`src/rtl/regfile_mp.sv`:
```
// regfile_mp: MIPS ID-stage register file, 2 comb read ports, 1 write port,
// optional zero register and sweep-clear FSM.
//
// Ports:
//   clock, reset          rising-edge clock, async active-high reset
//   clear_req             pulse: start a clear sweep (ignored while busy)
//   IF_ID_instr_rs/rt     read addresses
//   RegWrite              write enable (MEM/WB)
//   MEM_WB_Writereg/data  write address / data
//   readdat1/readdat2     combinational read data
//   busy                  high while the clear sweep runs
//
// Option macro REGFILE_BYPASS_EN: same-cycle write-to-read bypass.
module regfile_mp #(
   parameter int DATA_W   = 32,
   parameter int ADDR_W   = 5,
   parameter bit ZERO_REG = 1'b1
) (
   input  logic              clock,
   input  logic              reset,
   input  logic              clear_req,
   input  logic [ADDR_W-1:0] IF_ID_instr_rs,
   input  logic [ADDR_W-1:0] IF_ID_instr_rt,
   input  logic              RegWrite,
   input  logic [ADDR_W-1:0] MEM_WB_Writereg,
   input  logic [DATA_W-1:0] MEM_WB_Writedata,
   output logic [DATA_W-1:0] readdat1,
   output logic [DATA_W-1:0] readdat2,
   output logic              busy
);

   localparam int DEPTH = 2 ** ADDR_W;
   localparam logic [ADDR_W:0] LAST = (ADDR_W + 1)'(DEPTH - 1);

   typedef enum logic {
      CLEAR = 1'b0,
      IDLE  = 1'b1
   } state_t;

   state_t            state_q, state_d;
   logic [ADDR_W:0]   clr_ptr, clr_ptr_d;

   logic              wr_en;
   logic [ADDR_W-1:0] wr_addr;
   logic [DATA_W-1:0] wr_data;
   logic              user_wr;

   // No reset on the array so it maps onto distributed RAM.
   logic [DATA_W-1:0] regs [DEPTH];

   always_ff @(posedge clock or posedge reset) begin
      if (reset) begin
         state_q <= CLEAR;
         clr_ptr <= '0;
      end else begin
         state_q <= state_d;
         clr_ptr <= clr_ptr_d;
      end
   end

   // A user write to r0 is dropped when r0 is hardwired.
   assign user_wr = RegWrite &&
                    !(ZERO_REG && (MEM_WB_Writereg == '0));

   always_comb begin
      state_d   = state_q;
      clr_ptr_d = clr_ptr;
      wr_en     = 1'b0;
      wr_addr   = MEM_WB_Writereg;
      wr_data   = MEM_WB_Writedata;
      busy      = 1'b0;
      unique case (state_q)
         CLEAR: begin
            busy      = 1'b1;
            wr_en     = 1'b1;
            wr_addr   = clr_ptr[ADDR_W-1:0];
            wr_data   = '0;
            clr_ptr_d = clr_ptr + 1'b1;
            if (clr_ptr == LAST) begin
               state_d = IDLE;
            end
         end
         IDLE: begin
            // A write offered with clear_req still commits.
            wr_en = user_wr;
            if (clear_req) begin
               state_d   = CLEAR;
               clr_ptr_d = '0;
            end
         end
         default: begin
            state_d   = CLEAR;
            clr_ptr_d = '0;
         end
      endcase
   end

   always_ff @(posedge clock) begin
      if (wr_en) begin
         regs[wr_addr] <= wr_data;
      end
   end

   logic hit1, hit2;

`ifdef REGFILE_BYPASS_EN
   assign hit1 = !busy && user_wr &&
                 (IF_ID_instr_rs == MEM_WB_Writereg);
   assign hit2 = !busy && user_wr &&
                 (IF_ID_instr_rt == MEM_WB_Writereg);
`else
   assign hit1 = 1'b0;
   assign hit2 = 1'b0;
`endif

   always_comb begin
      readdat1 = regs[IF_ID_instr_rs];
      if (busy) begin
         readdat1 = '0;
      end else if (ZERO_REG && IF_ID_instr_rs == '0) begin
         readdat1 = '0;
      end else if (hit1) begin
         readdat1 = MEM_WB_Writedata;
      end
   end

   always_comb begin
      readdat2 = regs[IF_ID_instr_rt];
      if (busy) begin
         readdat2 = '0;
      end else if (ZERO_REG && IF_ID_instr_rt == '0) begin
         readdat2 = '0;
      end else if (hit2) begin
         readdat2 = MEM_WB_Writedata;
      end
   end

endmodule
```
`config.mk`:
```
export PLATFORM = sky130hd
export DESIGN_NAME = regfile_mp
export DESIGN_NICKNAME = d
export VERILOG_FILES = /design/src/rtl/regfile_mp.sv
export SDC_FILE = /design/constraint.sdc
export NUM_CORES = 1
export LEC_CHECK = 0
export CAP_MARGIN = 20
export CORE_MARGIN = 2
export CORE_UTILIZATION = 30
export DETAILED_ROUTE_END_ITERATION = 10
export PLACE_DENSITY_LB_ADDON = 0.05
export REMOVE_ABC_BUFFERS = 1
export SYNTH_ARGS = -nofsm -noshare
export SYNTH_HDL_FRONTEND = slang
export SYNTH_SLANG_ARGS = --single-unit
```
`constraint.sdc`:
```
create_clock -name clock -period 3.5 [get_ports clock]
set_input_delay 0.525 -clock clock [delete_from_list [all_inputs] [get_ports clock]]
set_output_delay 0.525 -clock clock [all_outputs]
set_load 0.02 [all_outputs]
```
==> impl_metrics.json <==
{
  "ant_nets": 0,
  "drtIter0Drc": 2593,
  "final_cells": 5204,
  "synth.avg_cell_area_um2": 18.1,
  "dp.cells": 4950,
  "fmax_ghz": 0.285,
  "nNetsFinal": 3095,
  "rsz0062_at_grt": "true",
  "timing.final.crit_share_pct": 100,
  "ir_worst_vdd_v": 0.000374,
  "routed_wire_length_per_instance_um": 35.6,
  "synth.ff_latch_count": 1031,
  "slew_violations": 0,
  "hold_violations": 0,
  "ios": 116,
  "die_x_um": 401,
  "hp-start": "clear_req",
  "reg2reg_depth": 7,
  "grt_usage_pct": 22.7,
  "drv_cap": 0,
  "fin_ws_ns": -0.0137,
  "worstSkewPairLatency_ns": 0.74,
  "max_slew.worst_pin.slew_ns": 1.05,
  "place.gp.congestion": 0.794,
  "numCtsBuffers": 121,
  "clk_transition_reported_paths_ns": 0.06,
  "violations": "setup timing",
  "worstReg2RegEnd": "regs[6][12]$_DFFE_PP_",
  "critPathKind": "reg2out",
  "wl_met3_um": 9630,
  "max-clock-path-buffers": 3,
  "yosysSeqAreaShare_pct": 65.3,
  "grt-ovfl-total": 0,
  "htreeDepth": 3,
  "dp_hpwl_um": 117000,
  "p_leak_nw": 20.0,
  "cts-root-buf": "clkbuf_16",
  "drive_gt1_share_pct": 31.9,
  "yosysWarnings": 0,
  "outcome": "finished, violations left",
  "die_area_um2": 161000,
  "area_growth_syn_to_layout_pct": 24.4,
  "async_flop_share_pct": 0.679,
  "cts_tree": "yes",
  "top_signal_layer_used": "met4",
  "drc": 0,
  "wirelength_um": 185000,
  "relSlewSlack_pct": 30.2,
  "synthCells": 2621,
  "viasPerCell": 5.62,
  "antenna_found_initial": 4,
  "vias": 29251,
  "n_antenna_cell": 0,
  "cts_sinks": 1031,
  "syn-cell-area_um2": 47300,
  "drt_pass1_iterations": 7,
  "grt_max_degree": 36,
  "setup_violations": 1,
  "nFillCells": 14487,
  "initial_utilization_pct": 30.3,
  "wl_met1_um": 84200,
  "grt_pass1_vias": 30784,
  "arrival_ns": 2.99,
  "post-route-util_pct": 37.7,
  "synth_edf_count": 1024,
  "worst_setup_path_end_kind": "output pin",
  "portBuffers": 115,
  "synthFlopType": "edfxtp_1",
  "final.min_clock_period_ns": 3.51,
  "min_to": "clr_ptr[1]$_DFFE_PP0P_",
  "ys_types": 53,
  "rows": 145,
  "start_kind": "flip-flop",
  "die_h_um": 401,
  "wl_met2_um": 87500,
  "finalClockSkew_ns": 0.0224,
  "cp.required_ns": 2.97,
  "grt_first_pass_wirelength_um": 253000,
  "design.core.area_um2": 156000,
  "reg2reg_from": "state_q$_DFF_PP0_",
  "rrSetupSlack_ns": 0.54,
  "power_density_nw_per_um2": 577,
  "hold_class": "in2reg",
  "path_max_fanout": 10,
  "hold_depth": 2
}
==> state kept, by name, summed over array words and instances (netlist names) <==
signal and count:
regs 1024, clr_ptr 6, state_q 1
==> cells in the mapped netlist, types with 2 or more instances <==
master,count,area (um^2)
a22oi_1,188,1410
a311oi_1,2,17.5
a31o_2,2,17.5
a31oi_1,4,25.0
a32o_1,3,30.0
and2_1,33,206
and3_1,2,12.5
buf_1,2,7.51
buf_2,82,410
buf_4,24,180
buf_6,4,45.0
clkbuf_1,98,368
dfrtp_1,7,175
edfxtp_1,1024,30700
inv_1,6,22.5
mux2_2,3,33.8
mux2_4,2,30.0
mux2i_1,381,3810
mux4_2,320,7210
nand2_1,19,71.3
nand2b_1,2,12.5
nand3_1,8,40.0
nand3b_1,5,37.5
nand4_1,60,375
nor2_1,40,150
nor3_1,5,25.0
nor3b_1,2,15.0
nor4_1,3,18.8
nor4_2,2,25.0
nor4b_1,5,43.8
nor4b_2,2,30.0
o21ai_0,66,330
o21ai_1,2,10.0
o21bai_1,2,15.0
o22ai_1,183,1140
o31ai_1,2,15.0
o32a_1,4,40.0
or2_2,2,12.5
or3b_2,3,26.3
or4_1,3,22.5
xnor2_1,2,17.5
==> final cells by class <==
type                       count  area (um^2)  area share, %
clock buffer                 156         3180           5.40
clock inverter                70          613           1.04
inverter                       6         22.5         0.0382
multi-input combinational   1374        15800           26.9
sequential                  1031        30900           52.5
tap                         2058         2570           4.37
timing repair buffer         509         5750           9.76
==> per-stage QoR <==
stage	hold WS (ns)	power, mW	TNS, ns	cell area (um^2)	setup WS [ns]
2_1_floorplan	0.328	18.4	-262.54	46300	-0.763
3_3_place_gp	0.528	21.8	-6.38	54500	-0.255
3_5_place_dp	0.541	21.9	-6.94	54500	-0.246
4_1_cts	0.388	34.3	-0.112	58500	-0.0781
5_1_grt	0.473	35.1	-0.0375	58900	-0.0199
6_report	0.462	34.0	-0.0137	58900	-0.0137
==> critical path, cell delays in order, from the launching register on <==
cell       delay (ns)
dfrtp_4          0.53
inv_1            0.12
buf_12           0.16
nor4_4           0.06
buf_4            0.17
bufbuf_16        0.32
a22oi_2          0.16
nand4_1          0.40
buf_6            0.29
==> cell families (layout without fill, tap and decap cells) <==
group                      Yosys count  count (layout)  synth area share [%]
buffers and inverters              216             741                  2.18
and+or+nand+nor                    202             202                  2.49
xor gates and xnor gates             2               2                0.0370
muxes                              706             706                  23.4
DFF                               1031            1031                  65.3
adders and majority gates            1               1                0.0264
AOI/OAI and AO/OA                  463             463                  6.54
==> where the power goes <==
group          internal (mW)  total, mW  leakage, nW  switching (mW)
combinational           2.05       5.86         8.54            3.80
clock                   7.10       12.3         1.86            5.18
sequential              15.3       15.8         9.62           0.560
total                   24.4       34.0         20.0            9.54
==> layout by cell type, fill, tap and decap left out, types with 7 or more instances in the layout <==
master           count
buf_16               9
mux2i_1            381
nand2_1             18
clkdlybuf4s15_2      7
buf_6               15
dlygate4sd2_1       11
clkdlybuf4s15_1     13
buf_4              263
nand4_1             60
mux4_2             320
nor2_4              35
buf_2               20
buf_12             113
clkbuf_1            34
a22oi_2             12
edfxtp_1          1024
bufinv_16           10
a22oi_1            176
o21ai_0             64
clkdlybuf4s50_1     45
o22ai_1            183
clkinv_2            25
and2_1              32
clkbuf_16          126
nand3_1              7
clkinv_1            27
==> worst max-delay path by stage <==
stage,to,cells after the start,slack (ns),startpoint
2_1_floorplan,readdat1[28],4,-0.76,state_q$_DFF_PP0_
3_3_place_gp,readdat2[1],8,-0.26,IF_ID_instr_rt[2]
3_5_place_dp,readdat1[24],9,-0.25,IF_ID_instr_rs[2]
4_1_cts,readdat2[18],8,-0.08,state_q$_DFF_PP0_
5_1_grt,readdat2[18],8,-0.02,state_q$_DFF_PP0_
6_report,readdat2[18],8,-0.01,state_q$_DFF_PP0_
==> timing repair <==
| action | in CTS | in global routing |
|---|---|---|
| pin swaps | 18 | 3 |
| hold buffers | 1 | 0 |
| cloned | 2 | 0 |
| setup buffers | 13 | 1 |
| setup endpoints to repair | 63 | 7 |
| resized for setup | 191 | 12 |
| hold endpoints to repair | 7 | 0 |
==> layer usage <==
metal / GRT usage (%) / up-vias
met1: 32.1 / 15966
met3: 3.36 / 214
met4: 5.47 / 0
met2: 36.8 / 939
met5: 0 / -
li1: - / 12132
Power figures use the tool's default switching activity.
